File: config.mk
export PLATFORM = sky130hd
export DESIGN_NAME = router_fifo
export DESIGN_NICKNAME = d
export VERILOG_FILES = /design/src/rtl/router_pkg.sv /design/src/rtl/router_fifo.sv
export SDC_FILE = /design/constraint.sdc
export NUM_CORES = 1
export LEC_CHECK = 0
export ABC_CLOCK_PERIOD_IN_PS = 3000
export BUFFER_PORTS_ARGS = -buffer_cell sky130_fd_sc_hd__buf_2
export CORE_UTILIZATION = 50
export DETAILED_ROUTE_END_ITERATION = 12
export PLACE_DENSITY_LB_ADDON = 0.2
export SLEW_MARGIN = 20
export SYNTH_ARGS = -nofsm -noshare
export SYNTH_HDL_FRONTEND = slang
export SYNTH_SLANG_ARGS = --single-unit
File: constraint.sdc
create_clock -name clock -period 3 [get_ports clock]
set_input_delay 0.9 -clock clock [delete_from_list [all_inputs] [get_ports clock]]
set_output_delay 0.9 -clock clock [all_outputs]
set_load 0.05 [all_outputs]
File: src/rtl/router_pkg.sv
// Shared constants for the 1x3 router: byte width, buffer depth,
// header field positions and the packet length counter width.
package router_pkg;

    localparam int DATA_WIDTH    = 8;
    localparam int FIFO_DEPTH    = 16;

    // Header byte layout: [7:2] payload length, [1:0] destination address
    localparam int HDR_ADDR_LSB  = 0;
    localparam int HDR_ADDR_MSB  = 1;
    localparam int HDR_LEN_LSB   = 2;
    localparam int HDR_LEN_MSB   = 7;

    // Wide enough for the maximum payload length (63) plus the parity byte
    localparam int PKT_CNT_WIDTH = 7;

endpackage

File: src/rtl/router_fifo.sv
// Per-destination output buffer of the 1x3 router. Stores bytes from the
// register stage together with a header flag, returns them with a registered
// read port, and tracks the bytes still owed for the packet being read so a
// timed-out packet can be flushed by soft_reset.
module router_fifo #(
    parameter int DATA_WIDTH = router_pkg::DATA_WIDTH,
    parameter int DEPTH      = router_pkg::FIFO_DEPTH,
    parameter int PTR_WIDTH  = 5
) (
    input  logic                  clock,
    input  logic                  reset,
    input  logic                  soft_reset,
    input  logic                  write_enb,
    input  logic                  read_enb,
    input  logic                  lfd_state,
    input  logic [DATA_WIDTH-1:0] data_in,
    output logic [DATA_WIDTH-1:0] data_out,
    output logic                  pkt_active,
    output logic                  full,
    output logic                  empty
);

    import router_pkg::*;

    localparam int IDX_WIDTH = PTR_WIDTH - 1;

    // Pointers carry one extra wrap bit above the array index so that
    // full and empty can be told apart when the indices match.
    logic [PTR_WIDTH-1:0]     wr_ptr_q, wr_ptr_d;
    logic [PTR_WIDTH-1:0]     rd_ptr_q, rd_ptr_d;
    logic [PKT_CNT_WIDTH-1:0] pkt_cnt_q, pkt_cnt_d;
    logic [DATA_WIDTH-1:0]    data_out_q, data_out_d;

    // Entry bit 8 (header flag) is kept apart from the data bits so that only
    // the flags need clearing on a flush; stale data behind a cleared flag is
    // never read because the pointers are cleared together with it.
    logic [DATA_WIDTH-1:0]    dat_q [DEPTH];
    logic [DEPTH-1:0]         hdr_q;

    logic [IDX_WIDTH-1:0]     wr_idx;
    logic [IDX_WIDTH-1:0]     rd_idx;
    logic                     flush;
    logic                     wr_ok;
    logic                     rd_ok;
    logic                     rd_hdr;
    logic [DATA_WIDTH-1:0]    rd_dat;

    assign wr_idx = wr_ptr_q[IDX_WIDTH-1:0];
    assign rd_idx = rd_ptr_q[IDX_WIDTH-1:0];

    assign empty  = (wr_ptr_q == rd_ptr_q);
    assign full   = (wr_ptr_q[PTR_WIDTH-1] != rd_ptr_q[PTR_WIDTH-1]) &&
                    (wr_ptr_q[IDX_WIDTH-1:0] == rd_ptr_q[IDX_WIDTH-1:0]);

    // Both resets act identically; any transfer in a flush cycle is discarded.
    assign flush  = reset || soft_reset;

    // Flags are the pre-edge values, so a write while full is dropped even
    // when a read frees a slot on the same edge.
    assign wr_ok  = write_enb && !full;
    assign rd_ok  = read_enb && !empty;

    assign rd_hdr = hdr_q[rd_idx];
    assign rd_dat = dat_q[rd_idx];

    assign data_out   = data_out_q;
    assign pkt_active = (pkt_cnt_q != '0);

    // Next-state for pointers, read data register and packet length counter.
    always_comb begin
        wr_ptr_d   = wr_ptr_q;
        rd_ptr_d   = rd_ptr_q;
        data_out_d = data_out_q;
        pkt_cnt_d  = pkt_cnt_q;

        if (wr_ok) begin
            wr_ptr_d = wr_ptr_q + PTR_WIDTH'(1);
        end

        if (rd_ok) begin
            rd_ptr_d   = rd_ptr_q + PTR_WIDTH'(1);
            data_out_d = rd_dat;
            // A header reloads the count with payload length plus the parity
            // byte; every other byte counts down until the packet is drained.
            if (rd_hdr) begin
                pkt_cnt_d = PKT_CNT_WIDTH'(rd_dat[HDR_LEN_MSB:HDR_LEN_LSB]) +
                            PKT_CNT_WIDTH'(1);
            end else if (pkt_cnt_q != '0) begin
                pkt_cnt_d = pkt_cnt_q - PKT_CNT_WIDTH'(1);
            end
        end
    end

    // Control and read-data registers, cleared by either reset.
    always_ff @(posedge clock) begin
        if (flush) begin
            wr_ptr_q   <= '0;
            rd_ptr_q   <= '0;
            data_out_q <= '0;
            pkt_cnt_q  <= '0;
        end else begin
            wr_ptr_q   <= wr_ptr_d;
            rd_ptr_q   <= rd_ptr_d;
            data_out_q <= data_out_d;
            pkt_cnt_q  <= pkt_cnt_d;
        end
    end

    // Header flag per entry, cleared on flush and written with each byte.
    always_ff @(posedge clock) begin
        if (flush) begin
            hdr_q <= '0;
        end else if (wr_ok) begin
            hdr_q[wr_idx] <= lfd_state;
        end
    end

    // Data storage; no reset so it maps onto plain RAM.
    always_ff @(posedge clock) begin
        if (!flush && wr_ok) begin
            dat_q[wr_idx] <= data_in;
        end
    end

endmodule
==> metrics.txt, run 1 <==
MaxCap Viol Count 0; Clock Sinks 173; clock slew at reported path FFs 0.06 ns; Crit Path Category flip-flop to output port; synthesized instance count 480; core area 0.01393 mm²; CP top delay family simple AND/OR/NAND/NOR gates; WHS 0.4585 ns; root buf cell clkbuf_16; number of cells on the critical path 3; CP startpoint kind flip-flop; Total GRT Usage 22.26%; CTS Hold Bufs 0; leak pwr 0.002597 µW; required time worst endpoint 2.10 ns; Critical Path End pkt_active; post-route ant nets 0; initial antenna violation count 0; reg-to-reg slack, setup 0.52 ns; Syn. warnings 0; share of post-route cells with drive strength above 1 23.83%; synth top area cells edfxtp_1, mux4_2, dfxtp_1; post-synth top area share 53.46%; worst hold path startpoint data_out[6]; PD cells 597.5 mW/mm²; router iterations before antenna repair 5; status complete, no violations; initial drt markers 358; Data arrival, critical path 1.83 ns; top_reg_cell synth edfxtp_1; number of synthesized register bits 173; sequential element share of the synthesized area 65.99%; RSZ-0062 raised after global routing false; Placed Area 0.007569 mm²; largest net degree at the start of global routing 43; die width 121.9 µm; R2R cell count 8; top-count cell post-synth edfxtp_1; CP Capture Type output port; Total Routed Length 14.86 mm; min Tclk post-route 2.734 ns; drt via density 5.830; Inserted Diodes 0; Starting Density 51.59%; die area 0.01486 mm²; DP Wirelength 9.778 mm; clk_lat worst skew 0.43 ns; Least-Margin Pin Slew 0.6834 ns; die height 121.9 µm; Via Count 4157; CTS buffer count 17; clock tree buffer depth 2; P&R area growth vs syn 13.23%; Pins Over Slew Limit 0; TNS Setup 0 ns; Peak VDD IR 444.3 µV; Synth cell types 48; CP max stage delay 0.40 ns; Async S/R FF share, synth 0%; FILL cells 1086; CP Launch Point pkt_cnt_q[2]; worst rel slew slack 54.43%; global-route wire length before repair 23.58 mm; port bufs 24; setup bufs post-CTS 0; post-CTS resize count 0; critical path, cell by cell nor4_1, nand3b_1, buf_2; DR DRC count 0; Worst Hold Class flip-flop to flip-flop; drt wl/cell 20.84 µm; R2R Path End pkt_cnt_q[1]; row count 43; final setup vio count 0; synthesized area 0.007189 mm²; EDFF count, synth 128; final-report hold violation count 0; crit path max fanout 8; global route total overflow 0; # IOs 25; depth of the CTS H-tree 4; syn nets 502; Tcrit/Tclk final 91.12%; Slowest cell on crit path nor4_1; gp weighted congestion 0.8232; commonest cells in the netlist edfxtp_1, dfxtp_1, mux4_2; crit path buf inv count 1; TritonCTS clock tree done; vias in the first global route 4136; fin area 0.008140 mm²; nets 542; skew final 0.008203 ns; Synth area leader edfxtp_1; Syn Area/Cell 14.98 µm²; f_max 0.3658 GHz
[flip-flops by register name, summed over array words and instances, names as in the netlist, named ones only]
signal     flops
dat_q        128
hdr_q         16
data_out       8
pkt_cnt_q      7
rd_ptr_q       5
wr_ptr_q       5
[worst min-delay path by stage]
stage / to / slack (ns) / cells after the start
after floorplan: hdr_q[3] / 0.45 / 2
after detailed placement: data_out[3] / 0.45 / 2
final: data_out[6] / 0.46 / 2
after global routing: data_out[5] / 0.48 / 2
after global placement: data_out[6] / 0.44 / 2
after CTS: data_out[3] / 0.46 / 2
[cell usage in the layout, fill, tap and decap left out, types with 3 or more instances in the layout]
cell	Yosys	routed
nand2_1	39	39
edfxtp_1	128	128
o21ai_0	17	17
ha_1	8	8
nor2b_1	4	4
xor2_1	8	8
xnor2_1	7	7
dfxtp_1	45	44
a22oi_1	8	8
a21oi_1	30	30
nor4_1	3	3
mux4_2	41	41
o22ai_1	4	4
nand3_1	19	19
inv_6	0	4
clkbuf_1	11	3
nand4_1	9	9
buf_2	4	24
buf_4	3	22
inv_1	5	5
clkbuf_16	0	17
nor2_1	39	39
and2_1	6	6
[report_power, final]
group | internal (µW) | switching, µW
Combinational | 50.3 | 104
Clock | 1240 | 896
Sequential | 2570 | 5.55
[worst reg2reg max path: stages, from the launching register on]
cell and delay [ns]:
dfxtp_2 0.34, buf_12 0.26, mux4_2 0.58, a22oi_1 0.19
nand2_1 0.19, ha_1 0.33, mux2_1 0.29, o22ai_1 0.13
nor2_1 0.05
[layer usage]
| layer | wire length, µm | GRT usage (%) | vias to the layer above |
|---|---|---|---|
| met5 | 0 | 0 | - |
| met3 | 779 | 4.822 | 20 |
| li1 | - | - | 1929 |
| met4 | 324 | 9.259 | 0 |
| met2 | 7223 | 35.91 | 124 |
| met1 | 6531 | 29.26 | 2084 |
[logic make-up (layout without fill, tap and decap cells)]
kind of cell / Yosys count / in the layout / share of synthesized area (%)
AOI/OAI and AO/OA: 73 / 73 / 5.917
xor gates and xnor gates: 15 / 15 / 1.827
buffers and inverters: 32 / 85 / 2.663
adders and majority gates: 8 / 8 / 1.392
and+or+nand+nor: 135 / 135 / 8.928
DFF: 173 / 173 / 65.99
muxes: 44 / 44 / 13.28
[per-stage QoR]
| stage | utilization [%] | total power (µW) | worst slack, ns | instances |
|---|---|---|---|---|
| after floorplan | - | 2731 | 0.6355 | 480 |
| after global placement | 54.31 | 2779 | 0.5187 | 681 |
| after detailed placement | 54.31 | 2784 | 0.4617 | 681 |
| after CTS | 58.42 | 4900 | 0.2781 | 713 |
| after global routing | 58.42 | 5004 | 0.1505 | 713 |
| final | 58.42 | 4864 | 0.2663 | 713 |
[cell type report]
class / instances / area [µm²] / share of cell area, %
inverter: 5 / 18.77 / 0.2306
timing repair buffer: 48 / 325.3 / 3.996
clock inverter: 12 / 135.1 / 1.660
clock buffer: 20 / 436.7 / 5.364
sequential: 173 / 4746 / 58.30
multi-input combinational: 275 / 2253 / 27.68
tap: 180 / 225.2 / 2.767
No activity file was read; power rests on OpenSTA's default activity.
==> run 2: changes to the inputs <==
- CTS_BUF_LIST: unset -> sky130_fd_sc_hd__clkbuf_16
==> run 2 against run 1 <==
Net effect: core utilization unchanged; largest cell class unchanged; sequential power about the same; flip-flop and latch count unchanged; largest power group unchanged; sequential share of layout area unchanged; register-to-register slack about the same; critical path depth unchanged; final area unchanged; combinational power about the same; fmax about the same; global-route usage about the same.
==> metrics.txt, run 2 (synthesized netlist as in run 1, its figures left out) <==
most frequent cells in the layout edfxtp_1, dfxtp_1, mux4_2, nor2_1, nand2_1 (unchanged); Largest Register dat_q (unchanged); Inserted Diodes 0 (unchanged); number of cells on the critical path 3 (unchanged); most common cell after layout, fill and taps aside edfxtp_1 (unchanged); die area 0.01486 mm² (unchanged); Starting Density 51.59% (unchanged); R2R cell count 8 (unchanged); CP Capture Type output port (unchanged); setup bufs post-CTS 0 (unchanged); final setup vio count 0 (unchanged); CP max stage delay 0.40 ns (about the same); post-CTS resize count 0 (unchanged); WHS 0.4585 ns (about the same); Via Count 4157 (unchanged); TritonCTS clock tree done (unchanged); CP startpoint kind flip-flop (unchanged); share of post-route cells with drive strength above 1 23.83% (unchanged); CTS Hold Bufs 0 (unchanged); initial antenna violation count 0 (unchanged); RSZ-0062 raised after global routing false (unchanged); Critical Path End pkt_active (unchanged); Tcrit/Tclk final 91.16% (was 91.12%); global route total overflow 0 (unchanged); CP top delay family simple AND/OR/NAND/NOR gates (unchanged); PD cells 596.8 mW/mm² (was 597.5 mW/mm²); skew final 0.005803 ns (was 0.008203 ns); gp weighted congestion 0.8232 (unchanged); MaxCap Viol Count 0 (unchanged); final-report hold violation count 0 (unchanged); router iterations before antenna repair 5 (unchanged); Worst Hold Class flip-flop to flip-flop (unchanged); f_max 0.3656 GHz (was 0.3658 GHz); die width 121.9 µm (unchanged); status complete, no violations (unchanged); CP Launch Point pkt_cnt_q[2] (unchanged); Clock Sinks 173 (unchanged); # IOs 25 (unchanged); vias in the first global route 4134 (was 4136); R2R Path End pkt_cnt_q[1] (unchanged); Crit Path Category flip-flop to output port (unchanged); TNS Setup 0 ns (unchanged); leak pwr 0.002610 µW (was 0.002597 µW); required time worst endpoint 2.10 ns (about the same); global-route wire length before repair 23.56 mm (was 23.58 mm); FILL cells 1086 (unchanged); initial drt markers 364 (was 358); max FFs per register 128 (unchanged); port bufs 24 (unchanged); die height 121.9 µm (unchanged); core area 0.01393 mm² (unchanged); crit path max fanout 8 (unchanged); root buf cell clkbuf_16 (unchanged); P&R area growth vs syn 13.23% (unchanged); Peak VDD IR 446.3 µV (was 444.3 µV); DP Wirelength 9.778 mm (unchanged); worst rel slew slack 54.43% (about the same); min Tclk post-route 2.735 ns (was 2.734 ns); reg-to-reg slack, setup 0.52 ns (about the same); critical path, cell by cell nor4_1, nand3b_1, buf_2 (unchanged); drt via density 5.830 (unchanged); row count 43 (unchanged); CTS buffer count 17 (unchanged); depth of the CTS H-tree 4 (unchanged); Total GRT Usage 22.25% (was 22.26%); Hold Path Cell Cnt 2 (unchanged); largest net degree at the start of global routing 43 (unchanged); DR DRC count 0 (unchanged); drt wl/cell 20.88 µm (was 20.84 µm); nets 542 (unchanged); Least-Margin Pin Slew 0.6835 ns (was 0.6834 ns); Pins Over Slew Limit 0 (unchanged); clock tree buffer depth 2 (unchanged); clk_lat worst skew 0.43 ns (about the same); clock slew at reported path FFs 0.06 ns (about the same); crit path buf inv count 1 (unchanged); Data arrival, critical path 1.83 ns (about the same); Slowest cell on crit path nor4_1 (unchanged); post-route ant nets 0 (unchanged); Total Routed Length 14.89 mm (was 14.86 mm)
-- run 2: cell count changes in the layout (fill, tap and decap cells not counted) --
cell,previous run,this run
inv_1,5,8
clkbuf_1,3,0
-- run 2: area by class of cell --
cell class	count	area [µm²]	share of cell area [%]
Sequential cell	173	4746	58.30
Timing Repair Buffer	48	325.3	3.996
Clock inverter	15	146.4	1.798
Tap cell	180	225.2	2.767
Multi-Input combinational cell	275	2253	27.68
Inverter	5	18.77	0.2306
Clock buffer	17	425.4	5.226
-- run 2: layer usage --
| metal | vias up | wire (µm) | GRT usage (%) |
|---|---|---|---|
| li1 | 1926 | - | - |
| met5 | - | 0 | 0 |
| met1 | 2080 | 6494 | 29.19 |
| met3 | 22 | 805 | 4.822 |
| met2 | 129 | 7262 | 35.95 |
| met4 | 0 | 324 | 9.259 |
-- run 2: worst min-delay path: stages, from the launching register on --
cell and delay [ns]:
dfxtp_1 0.31, nand2_1 0.05, a21oi_1 0.05
-- run 2: report_power, final --
| group | switching [µW] | total, µW | internal [µW] |
|---|---|---|---|
| combinational | 105 | 155 | 50.3 |
| clock | 900 | 2120 | 1220 |
| sequential | 5.55 | 2580 | 2570 |
-- run 2: worst min path at each step --
stage,start,endpoint
after global routing,data_out[5],data_out[5]
after global placement,data_out[6],data_out[6]
after floorplan,hdr_q[3],hdr_q[3]
after CTS,data_out[3],data_out[3]
final,data_out[6],data_out[6]
after detailed placement,data_out[3],data_out[3]
-- run 2: stage by stage --
step | worst slack, ns | area, µm² | util [%] | total power (µW) | std cells
after floorplan | 0.6355 | 7189 | - | 2731 | 480
after global placement | 0.5187 | 7569 | 54.31 | 2779 | 681
after detailed placement | 0.4617 | 7569 | 54.31 | 2784 | 681
after CTS | 0.2781 | 8140 | 58.42 | 4890 | 713
after global routing | 0.1505 | 8140 | 58.42 | 4993 | 713
final | 0.2651 | 8140 | 58.42 | 4858 | 713
